<file path="config.mk">
export PLATFORM = sky130hd
export DESIGN_NAME = tour_cmd_seq
export DESIGN_NICKNAME = d
export VERILOG_FILES = /design/src/rtl/tour_cmd_seq.sv
export SDC_FILE = /design/constraint.sdc
export NUM_CORES = 1
export LEC_CHECK = 0
export BUFFER_PORTS_ARGS = -buffer_cell sky130_fd_sc_hd__buf_4
export CELL_PAD_IN_SITES_DETAIL_PLACEMENT = 1
export CELL_PAD_IN_SITES_GLOBAL_PLACEMENT = 1
export CORE_AREA = 2 2 60 62
export CTS_CLUSTER_DIAMETER = 30
export DETAILED_ROUTE_END_ITERATION = 7
export DIE_AREA = 0 0 62 64
export GPL_TIMING_DRIVEN = 0
export HOLD_SLACK_MARGIN = 0.08
export PLACE_DENSITY_LB_ADDON = 0.1
export SKIP_CTS_REPAIR_TIMING = 1
export SLEW_MARGIN = 0
export SYNTH_ARGS = -nofsm -noshare
export SYNTH_HDL_FRONTEND = slang
export SYNTH_SLANG_ARGS = --single-unit
</file>
<file path="constraint.sdc">
create_clock -name clk -period 2 [get_ports clk]
set_input_delay 0.4 -clock clk [delete_from_list [all_inputs] [get_ports clk]]
set_output_delay 0.4 -clock clk [all_outputs]
set_load 0.01 [all_outputs]
</file>
<file path="src/rtl/tour_cmd_seq.sv">
`default_nettype none
// tour_cmd_seq: replays a solved knight's tour as vertical/horizontal move
// commands; forwards UART commands unchanged while idle.
// Revision: 1.0
module tour_cmd_seq (
   input  logic        clk,
   input  logic        rst,
   input  logic        start_tour,
   input  logic [7:0]  move,
   output logic [4:0]  mv_indx,
   input  logic [15:0] cmd_UART,
   input  logic        cmd_rdy_UART,
   output logic [15:0] cmd,
   output logic        cmd_rdy,
   input  logic        clr_cmd_rdy,
   input  logic        send_resp,
   output logic [7:0]  resp
);

   localparam logic [2:0] S_IDLE   = 3'd0;
   localparam logic [2:0] S_VERT   = 3'd1;
   localparam logic [2:0] S_HOLD_V = 3'd2;
   localparam logic [2:0] S_HORZ   = 3'd3;
   localparam logic [2:0] S_HOLD_H = 3'd4;

   localparam logic [4:0] C_LAST_MV = 5'd23;
   localparam logic [7:0] C_NORTH   = 8'h00;
   localparam logic [7:0] C_SOUTH   = 8'h7F;
   localparam logic [7:0] C_WEST    = 8'h3F;
   localparam logic [7:0] C_EAST    = 8'hBF;
   localparam logic [7:0] C_RESP_DONE = 8'hA5;
   localparam logic [7:0] C_RESP_BUSY = 8'h5A;

   logic [2:0]  state_q, state_d;
   logic [4:0]  mv_indx_q, mv_indx_d;
   logic        dx_pos, dy_pos;
   logic [3:0]  dx_mag, dy_mag;
   logic [15:0] vert_cmd, horz_cmd;

   assign mv_indx = mv_indx_q;

   // Lowest set bit wins; an all-zero move falls through to the bit-0 move.
   always_comb begin
      dx_pos = 1'b1; dx_mag = 4'd1; dy_pos = 1'b1; dy_mag = 4'd2;
      casez (move)
         8'b???????1: begin dx_pos = 1'b1; dx_mag = 4'd1; dy_pos = 1'b1; dy_mag = 4'd2; end
         8'b??????10: begin dx_pos = 1'b0; dx_mag = 4'd1; dy_pos = 1'b1; dy_mag = 4'd2; end
         8'b?????100: begin dx_pos = 1'b0; dx_mag = 4'd2; dy_pos = 1'b1; dy_mag = 4'd1; end
         8'b????1000: begin dx_pos = 1'b0; dx_mag = 4'd2; dy_pos = 1'b0; dy_mag = 4'd1; end
         8'b???10000: begin dx_pos = 1'b0; dx_mag = 4'd1; dy_pos = 1'b0; dy_mag = 4'd2; end
         8'b??100000: begin dx_pos = 1'b1; dx_mag = 4'd1; dy_pos = 1'b0; dy_mag = 4'd2; end
         8'b?1000000: begin dx_pos = 1'b1; dx_mag = 4'd2; dy_pos = 1'b0; dy_mag = 4'd1; end
         8'b10000000: begin dx_pos = 1'b1; dx_mag = 4'd2; dy_pos = 1'b1; dy_mag = 4'd1; end
         default:     begin dx_pos = 1'b1; dx_mag = 4'd1; dy_pos = 1'b1; dy_mag = 4'd2; end
      endcase
   end

   assign vert_cmd = {4'h2, (dy_pos ? C_NORTH : C_SOUTH), dy_mag};
   assign horz_cmd = {4'h3, (dx_pos ? C_EAST : C_WEST), dx_mag};

   always_ff @(posedge clk or posedge rst) begin
      if (rst) begin
         state_q   <= S_IDLE;
         mv_indx_q <= 5'd0;
      end else begin
         state_q   <= state_d;
         mv_indx_q <= mv_indx_d;
      end
   end

   always_comb begin
      state_d   = state_q;
      mv_indx_d = mv_indx_q;
      case (state_q)
         S_IDLE: begin
            if (start_tour) begin
               state_d   = S_VERT;
               mv_indx_d = 5'd0;
            end
         end
         S_VERT:   if (clr_cmd_rdy) state_d = S_HOLD_V;
         S_HOLD_V: if (send_resp)   state_d = S_HORZ;
         S_HORZ:   if (clr_cmd_rdy) state_d = S_HOLD_H;
         S_HOLD_H: begin
            if (send_resp) begin
               if (mv_indx_q == C_LAST_MV) begin
                  state_d = S_IDLE;
               end else begin
                  state_d   = S_VERT;
                  mv_indx_d = mv_indx_q + 5'd1;
               end
            end
         end
         default: state_d = S_IDLE;
      endcase
   end

   // Hold states keep presenting the leg just accepted, with cmd_rdy low.
   always_comb begin
      cmd     = cmd_UART;
      cmd_rdy = cmd_rdy_UART;
      resp    = C_RESP_BUSY;
      case (state_q)
         S_IDLE:   resp = C_RESP_DONE;
         S_VERT:   begin cmd = vert_cmd; cmd_rdy = 1'b1; end
         S_HOLD_V: begin cmd = vert_cmd; cmd_rdy = 1'b0; end
         S_HORZ:   begin cmd = horz_cmd; cmd_rdy = 1'b1; end
         S_HOLD_H: begin
            cmd     = horz_cmd;
            cmd_rdy = 1'b0;
            resp    = (mv_indx_q == C_LAST_MV) ? C_RESP_DONE : C_RESP_BUSY;
         end
         default: begin cmd = cmd_UART; cmd_rdy = 1'b0; end
      endcase
   end

endmodule
`default_nettype wire

</file>
==> key figures, run 1 <==
Setup path
  – Slowest stage delay, CP: 0.37 ns
  – Setup CP Type: reg -> out
  – Worst path slowest cell: dfrtp_1
  – WP data arrival: 1.70 ns
  – Required @ worst endpoint: 1.60 ns
  – CP Launch Type: flip-flop
  – Crit. End Element: output pin
  – Crit-path cells: buf_6, and3b_2, a21oi_2, and3b_2, a221o_1, buf_6
  – Worst Path Max Fanout: 8

Synth
  – Synthesized flop and latch total: 8
  – Asr flop ratio synth: 1.00
  – Cell taking the most area after synthesis: dfrtp_1
  – Top cells by area, synth: dfrtp_1, buf_4, nand2_1, o21a_1, a21oi_1
  – Post-Syn Nets: 134
  – Yosys cell types: 41
  – Avg Inst Size Synth: 7.94 um2
  – Cells after Synth: 103
  – Count leader, synth: nand2_1
  – Post-synth top area share: 0.245
  – Main flop type after synthesis: dfrtp_1
  – Synth Cell Area: 818 um2
  – Sequential share of the synthesized area: 0.245
  – Top post-synthesis cells by count: nand2_1, dfrtp_1, nor2_1, a21oi_1
  – Post-synth EDFFs: 0
  – Yosys warning count: 0

Placement
  – Dpl cells: 207
  – Hpwl dp: 2220 um
  – IO Port Bufs: 58
  – Placement Cell Area: 1320 um2
  – RD Place Congestion: 0.791

Final layout
  – ANT cells: 0
  – Design area: 1490 um2
  – Net count, final: 209
  – Register Area: 203 um2
  – Share of layout cells above drive strength 1: 0.545
  – Multi-input gate area: 576 um2
  – Non-filler instance count after layout: 222
  – Filler cell count: 403
  – Area Growth Syn to Fin: 82.0%

Timing
  – Fin Hold WS: 0.0937 ns
  – Max-slew violations: 0
  – Maximum clock frequency: 476 MHz
  – Setup TNS: -0.128 ns
  – Final Hold Vio Count: 0
  – Final worst-path cycle share: 1.05
  – Fin crit period: 2.10 ns
  – RSZ-0062 raised after global routing: yes
  – Worst-Margin Slew: 0.429 ns
  – Layout Skew: 0.00559 ns
  – Worst rel slew slack: 0.711
  – Final setup vio count: 5
  – Setup ws final: -0.0996 ns

Global route
  – Initial antenna violation count: 0
  – Grt total ovfl: 0
  – Global-route wire length before repair: 4150 um
  – Vias in the first global route: 936
  – Largest net degree at the start of global routing: 11
  – GR Util All Layers: 0.131

Clock network
  – Clock latency on the worst-skew pair: 0.25 ns
  – Maximum clock insertion buffer count: 2
  – CTS HTree Levels: 1
  – # clock sinks: 8
  – CTS tree: built
  – Clk root buf: clkbuf_4
  – Clock transition at path regs: 0.05 ns
  – Num CTS Buffers: 3

Floorplan
  – I/O pins: 60
  – Row count: 21
  – Die Height: 64 um
  – CORE AREA: 3280 um2
  – Initial core utilization: 0.249
  – Die area: 3970 um2
  – Die X: 62 um

Detailed routing
  – Initial DRC count: 32
  – DRC violations left: 0
  – Total length of routed wires: 2800 um
  – Vias per cell: 4.60
  – DR WL/cell: 12.6 um
  – First-pass detailed-route iteration total: 4
  – Antenna Violating Nets Remaining: 0
  – Vias: 1022

Min path
  – Hold WC Path Type: in -> async

Pwr
  – P per Cell Area: 1640 nW/um2
  – Max rail drop VDD: 0.591 mV
  – Overall Power: 2.45 mW
  – Leakage power: 0.719 nW

Run status
  – Failing checks: setup timing
  – Status: finished, violations left

Run
  – Max cap viols: 0
## sequential cells by signal (all words and copies together), names as in the netlist
register  count
state_q       3
mv_indx       5
## per-layer routing
metal / GRT usage / part of all wire / wire, um
met1: 0.181 / 0.46 / 1280
met4: 0.0399 / 0.0082 / 23
met5: 0 / 0 / 0
met2: 0.203 / 0.45 / 1260
met3: 0.0223 / 0.083 / 232
## stage by stage
stage	setup slack (ns)	util
global route	-0.152	0.453
finish	-0.0996	0.453
floorplan	0.113	-
CTS	-0.316	0.407
global placement	0.0276	0.400
detailed placement	-0.0344	0.400
## critical path, delay by kind of cell (launching register included)
| family | cells | cell delay [ns] |
|---|---|---|
| simple gates | 2 | 0.45 |
| buf+inv | 2 | 0.26 |
| flops | 1 | 0.37 |
| compound gates | 2 | 0.36 |
## cell families (layout without fill, tap and decap cells)
family / Yosys count / count (layout) / synth area share
muxes: 3 / 3 / 0.0382
and+or+nand+nor: 39 / 39 / 0.258
xor gates and xnor gates: 4 / 4 / 0.0520
adders and majority gates: 1 / 1 / 0.0153
DFF: 8 / 8 / 0.245
AOI/OAI and AO/OA: 32 / 32 / 0.271
buffers and inverters: 16 / 89 / 0.121
## layout make-up
cell class	instances	area share
inverters	6	0.0151
clock buffers	3	0.0151
flip-flops and latches	8	0.136
well taps	46	0.0387
multi-input cells	79	0.387
repair buffers	70	0.355
plain buffers	10	0.0529
## power by group
group          internal, mW  leakage, nW  switching [mW]
logic                  1.14        0.602           0.936
registers             0.204        0.104          0.0479
clock network        0.0685       0.0138          0.0532
total                  1.41        0.719            1.04
## path summary, 6_finish.rpt
check	to	from	depth (start not counted)	slack [ns]
worst max-delay path	cmd[1]	state_q[1]	6	-0.1
worst min-delay path	state_q[1]	rst	2	0.09
worst min register to register	mv_indx[0]	mv_indx[0]	1	0.57
min in group clk	state_q[2]	clr_cmd_rdy	3	0.50
worst max register to register	mv_indx[1]	mv_indx[1]	6	0.55
max in group asynchronous	mv_indx[0]	rst	2	1.65
## cells in the final DEF (no fill, tap or decap), types with 2 or more instances in the layout
cell type / n
xnor2_1: 2
nand2_1: 12
nor4_1: 2
and3b_2: 2
inv_1: 4
nor2_1: 7
nand3_1: 2
dfrtp_2: 2
a21oi_2: 2
a22o_1: 2
dfrtp_1: 6
buf_4: 75
mux2i_1: 2
clkbuf_4: 4
o21ai_1: 6
buf_6: 3
o21a_1: 6
and2_1: 4
o31ai_1: 2
a21oi_1: 5
Power figures use the tool's default switching activity.
==> run 2: changes to the inputs <==
Settings changed: BUFFER_PORTS_ARGS -buffer_cell sky130_fd_sc_hd__buf_4 to -buffer_cell sky130_fd_sc_hd__buf_2.
==> run 2 against run 1 <==
Against the previous run: the flow still finishes with violations (setup timing); clock-buffer cell count unchanged; total power decreased by 14%; largest power group unchanged; via count decreased by 0.20%; clock skew decreased by 0.0032 ns; critical path type unchanged; non-clock buffer count decreased by 2; register-to-register slack got worse by 0.07 ns.
==> key figures, run 2 (synthesis gave the netlist of run 1 again) <==
Run status
  – Status: finished, violations left
  – Failing checks: setup timing

Setup path
  – Crit. End Element: output pin
  – Required @ worst endpoint: 1.60 ns
  – Worst path slowest cell: dfrtp_1
  – RR Startpoint: mv_indx[1]
  – Slowest stage delay, CP: 0.37 ns
  – Crit-path cells: buf_6, and3b_2, a21oi_2, and3b_1, a221o_1, buf_2
  – RR Endpoint: mv_indx[1]
  – Worst reg-to-reg path cell count: 6
  – WP data arrival: 1.67 ns
  – CP Launch Type: flip-flop
  – Worst Path Max Fanout: 7
  – Worst path bufs/invs: 2
  – Reg-to-reg slack, setup: 0.48 ns
  – Crit-path leading delay family: simple AND/OR/NAND/NOR gates
  – Setup CP Type: reg -> out

Timing
  – Fin crit period: 2.07 ns
  – RSZ-0062 raised after global routing: yes
  – Worst-Margin Slew: 0.436 ns
  – Setup ws final: -0.0657 ns
  – Max-slew violations: 0
  – Final setup vio count: 5
  – Worst rel slew slack: 0.706
  – Setup TNS: -0.118 ns
  – Maximum clock frequency: 484 MHz
  – Final Hold Vio Count: 0
  – Final worst-path cycle share: 1.03
  – Layout Skew: 0.00240 ns

Final layout
  – Commonest non-fill, non-tap cells in the layout: buf_2, buf_4, nand2_1, nor2_1, dfrtp_1
  – Largest register FFs: 5
  – Area Growth Syn to Fin: 60.6%
  – Share of layout cells above drive strength 1: 0.534
  – ANT cells: 0
  – Net count, final: 207
  – Most common cell after layout, fill and taps aside: buf_2
  – Design area: 1310 um2

Detailed routing
  – DR WL/cell: 12.4 um
  – Total length of routed wires: 2740 um
  – Vias: 1020
  – Vias per cell: 4.64
  – Antenna Violating Nets Remaining: 0
  – Initial DRC count: 35
  – DRC violations left: 0
  – First-pass detailed-route iteration total: 4

Floorplan
  – I/O pins: 60
  – Die Height: 64 um
  – Die area: 3970 um2
  – Initial core utilization: 0.249
  – CORE AREA: 3280 um2
  – Die X: 62 um
  – Row count: 21

Placement
  – Hpwl dp: 2160 um
  – Placement Cell Area: 1170 um2
  – RD Place Congestion: 0.791
  – IO Port Bufs: 58

Pwr
  – Leakage power: 0.666 nW
  – Max rail drop VDD: 0.508 mV
  – P per Cell Area: 1590 nW/um2

Clock network
  – Clk root buf: clkbuf_4
  – # clock sinks: 8
  – Clock transition at path regs: 0.06 ns
  – Num CTS Buffers: 3
  – Clock latency on the worst-skew pair: 0.26 ns
  – Maximum clock insertion buffer count: 2
  – CTS HTree Levels: 1
  – CTS tree: built

Global route
  – Vias in the first global route: 912
  – Largest net degree at the start of global routing: 11
  – GR Util All Layers: 0.133
  – Initial antenna violation count: 0
  – Grt total ovfl: 0
  – Global-route wire length before repair: 4120 um

Run
  – Max cap viols: 0

Min path
  – Hold WC Path Type: in -> async
run 2: changes by cell type in the layout (fill, tap and decap cells not counted), sizes merged:
cell,before,now
buf,78,77
clkbuf,5,4
run 2: cell type report:
cell class	count	area (um2)
sequential	8	201
inverter	6	22.5
buffer	10	78.8
timing repair buffer	68	365
multi-input combinational	79	566
tap	46	57.6
clock buffer	3	22.5
fill	421	1970
run 2: how the worst max path moves through the flow:
| stage | from | endpoint | slack (ns) | cells past startpoint |
|---|---|---|---|---|
| 2_1_floorplan | mv_indx[0] | resp[3] | 0.11 | 5 |
| 3_3_place_gp | mv_indx[0] | resp[6] | 0.04 | 6 |
| 3_5_place_dp | mv_indx[0] | resp[6] | -0.04 | 6 |
| 5_1_grt | state_q[1] | cmd[1] | -0.14 | 6 |
| 4_1_cts | mv_indx[0] | resp[6] | -0.37 | 6 |
| 6_report | state_q[1] | cmd[1] | -0.07 | 6 |
run 2: worst register-to-register path: cells and delay by family (launching register included):
family / cells / cell delay (ns)
buffers and inverters: 1 / 0.22
and+or+nand+nor: 2 / 0.33
DFF: 1 / 0.40
adders and majority gates: 1 / 0.17
AOI/OAI and AO/OA: 2 / 0.27
run 2: where the power goes:
| group | internal, mW | switching, mW |
|---|---|---|
| combinational | 0.838 | 0.884 |
| sequential | 0.203 | 0.0386 |
| clock | 0.0691 | 0.0611 |
run 2: per-stage QoR:
step	worst slack, ns	power [mW]	hold slack [ns]	utilization	instances
global placement	0.0419	1.77	0.365	0.356	207
global route	-0.144	2.30	0.124	0.400	220
CTS	-0.369	1.94	0.0981	0.363	210
finish	-0.0657	2.09	0.0835	0.400	220
floorplan	0.113	1.27	0.216	-	103
detailed placement	-0.0389	1.80	0.378	0.356	207
run 2: routing by layer:
layer,vias up,part of all wire,GRT usage
met3,6,0.099,0.0182
li1,510,-,-
met1,460,0.43,0.177
met5,-,0,0
met2,44,0.46,0.217
met4,0,0.014,0.0399
==> run 3: changes to the inputs <==
Settings changed: SKIP_LAST_GASP from default to 1.
==> run 3 against run 2 <==
Against the previous run: the run still ends with setup timing left; final cell count is the same; total power is essentially flat; via count grew 0.69%; non-clock buffer count is the same; worst hold slack lost 0.00061 ns; clock power is essentially flat; global-route usage is the same; first-iteration DRC count is the same; combinational power is essentially flat; final area is the same; largest power group unchanged.
==> key figures, run 3 (synthesis gave the netlist of run 1 again) <==
Run status
  – Status: finished, violations left
  – Failing checks: setup timing

Setup path
  – WP data arrival: 1.67 ns
  – Setup CP Type: reg -> out
  – Worst Setup EP: cmd[1]
  – CP startpoint: state_q[1]
  – Reg-to-reg slack, setup: 0.48 ns
  – RR Endpoint: mv_indx[1]
  – Worst reg-to-reg path cell count: 6
  – Crit. End Element: output pin
  – RR Startpoint: mv_indx[0]
  – Required @ worst endpoint: 1.60 ns
  – Worst Path Max Fanout: 7
  – CP Launch Type: flip-flop

Floorplan
  – CORE AREA: 3280 um2
  – Initial core utilization: 0.249
  – Row count: 21
  – Die Height: 64 um
  – Die X: 62 um
  – Die area: 3970 um2
  – I/O pins: 60

Global route
  – Global-route wire length before repair: 4120 um
  – Vias in the first global route: 912
  – GR Util All Layers: 0.133
  – Largest net degree at the start of global routing: 11
  – Initial antenna violation count: 0
  – Grt total ovfl: 0

Final layout
  – ANT cells: 0
  – Most common cell after layout, fill and taps aside: buf_2
  – Filler cell count: 421
  – Non-filler instance count after layout: 220
  – Fin util: 0.400
  – Net count, final: 207
  – Commonest non-fill, non-tap cells in the layout: buf_2, buf_4, nand2_1, nor2_1, dfrtp_1
  – Design area: 1310 um2
  – Area Growth Syn to Fin: 60.6%
  – Largest register FFs: 5
  – Share of layout cells above drive strength 1: 0.534

Pwr
  – Sequential Power Share: 0.115
  – Leakage power: 0.666 nW
  – NetSw: 984 uW
  – Internal: 1.11 mW
  – P per Cell Area: 1590 nW/um2
  – Max rail drop VDD: 0.508 mV
  – Switching portion of total power: 0.470
  – Clock network power share: 0.062
  – Comb pwr share: 0.823

Timing
  – Max-slew violations: 0
  – RSZ-0062 raised after global routing: yes
  – Maximum clock frequency: 484 MHz
  – Worst-Margin Slew: 0.440 ns
  – Setup ws final: -0.0653 ns
  – Final worst-path cycle share: 1.03
  – Final setup vio count: 5
  – Worst rel slew slack: 0.703
  – Layout Skew: 0.00260 ns
  – Final Hold Vio Count: 0
  – Fin crit period: 2.07 ns

Placement
  – Placement Cell Area: 1170 um2
  – Hpwl dp: 2160 um
  – Dpl cells: 207
  – IO Port Bufs: 58
  – RD Place Congestion: 0.791

Detailed routing
  – Antenna Violating Nets Remaining: 0
  – DR WL/cell: 12.4 um
  – Total length of routed wires: 2740 um
  – Vias per cell: 4.67
  – DRC violations left: 0
  – Initial DRC count: 35
  – Vias: 1027
  – First-pass detailed-route iteration total: 4

Min path
  – Hold WC Path Type: in -> async

Clock network
  – CTS HTree Levels: 1
  – Maximum clock insertion buffer count: 2
  – CTS tree: built
  – Clk root buf: clkbuf_4
  – Clock latency on the worst-skew pair: 0.26 ns
  – # clock sinks: 8
  – Clock transition at path regs: 0.06 ns
  – Num CTS Buffers: 3

Run
  – Max cap viols: 0
[run 3: changes by cell type in the layout (fill, tap and decap cells not counted), sizes merged]
cell and change:
clkbuf +1, buf -1
[run 3: how the worst min path moves through the flow]
stage                     from         end  slack, ns
after floorplan            rst  mv_indx[0]       0.22
after global placement     rst  state_q[1]       0.36
after detailed placement   rst  state_q[1]       0.38
after CTS                  rst  state_q[1]        0.1
after global routing       rst  mv_indx[1]       0.12
final                      rst  state_q[1]       0.08
[run 3: worst max-delay path, cell delays in order (launching register included)]
cell and delay (ns):
dfrtp_1 0.37, buf_6 0.14, and3b_2 0.22, a21oi_2 0.09, and3b_1 0.20, a221o_1 0.25
buf_2 0.14
[run 3: power by group through the flow]
| stage | logic (mW) | registers (mW) | clock network, mW |
|---|---|---|---|
| 3_5_place_dp | 1.56 | 0.239 | 0 |
| 4_1_cts | 1.57 | 0.236 | 0.134 |
| 2_1_floorplan | 1.04 | 0.239 | 0 |
| 3_3_place_gp | 1.53 | 0.237 | 0 |
| 5_1_grt | 1.91 | 0.244 | 0.143 |
| 6_report | 1.72 | 0.241 | 0.130 |
[run 3: per-layer routing]
layer | vias up | track usage | wire length (um)
li1 | 510 | - | -
met1 | 464 | 0.177 | 1150
met2 | 47 | 0.217 | 1270
met3 | 6 | 0.0182 | 279
met4 | 0 | 0.0399 | 37
met5 | - | 0 | 0
[run 3: area by class of cell]
class                   count  area [um2]  area share
clock buffers               3        22.5      0.0171
repair buffers             68         365       0.278
multi-input cells          79         566       0.430
inverters                   6        22.5      0.0171
well taps                  46        57.6      0.0438
flip-flops and latches      8         201       0.153
plain buffers              10        78.8      0.0600
[run 3: per-stage QoR]
stage	setup WS [ns]	total power [mW]	hold WS (ns)	TNS, ns
2_1_floorplan	0.113	1.27	0.216	0
3_3_place_gp	0.0419	1.77	0.365	0
3_5_place_dp	-0.0389	1.80	0.378	-0.112
4_1_cts	-0.369	1.94	0.0981	-2.95
5_1_grt	-0.144	2.30	0.124	-0.651
6_report	-0.0653	2.09	0.0829	-0.122
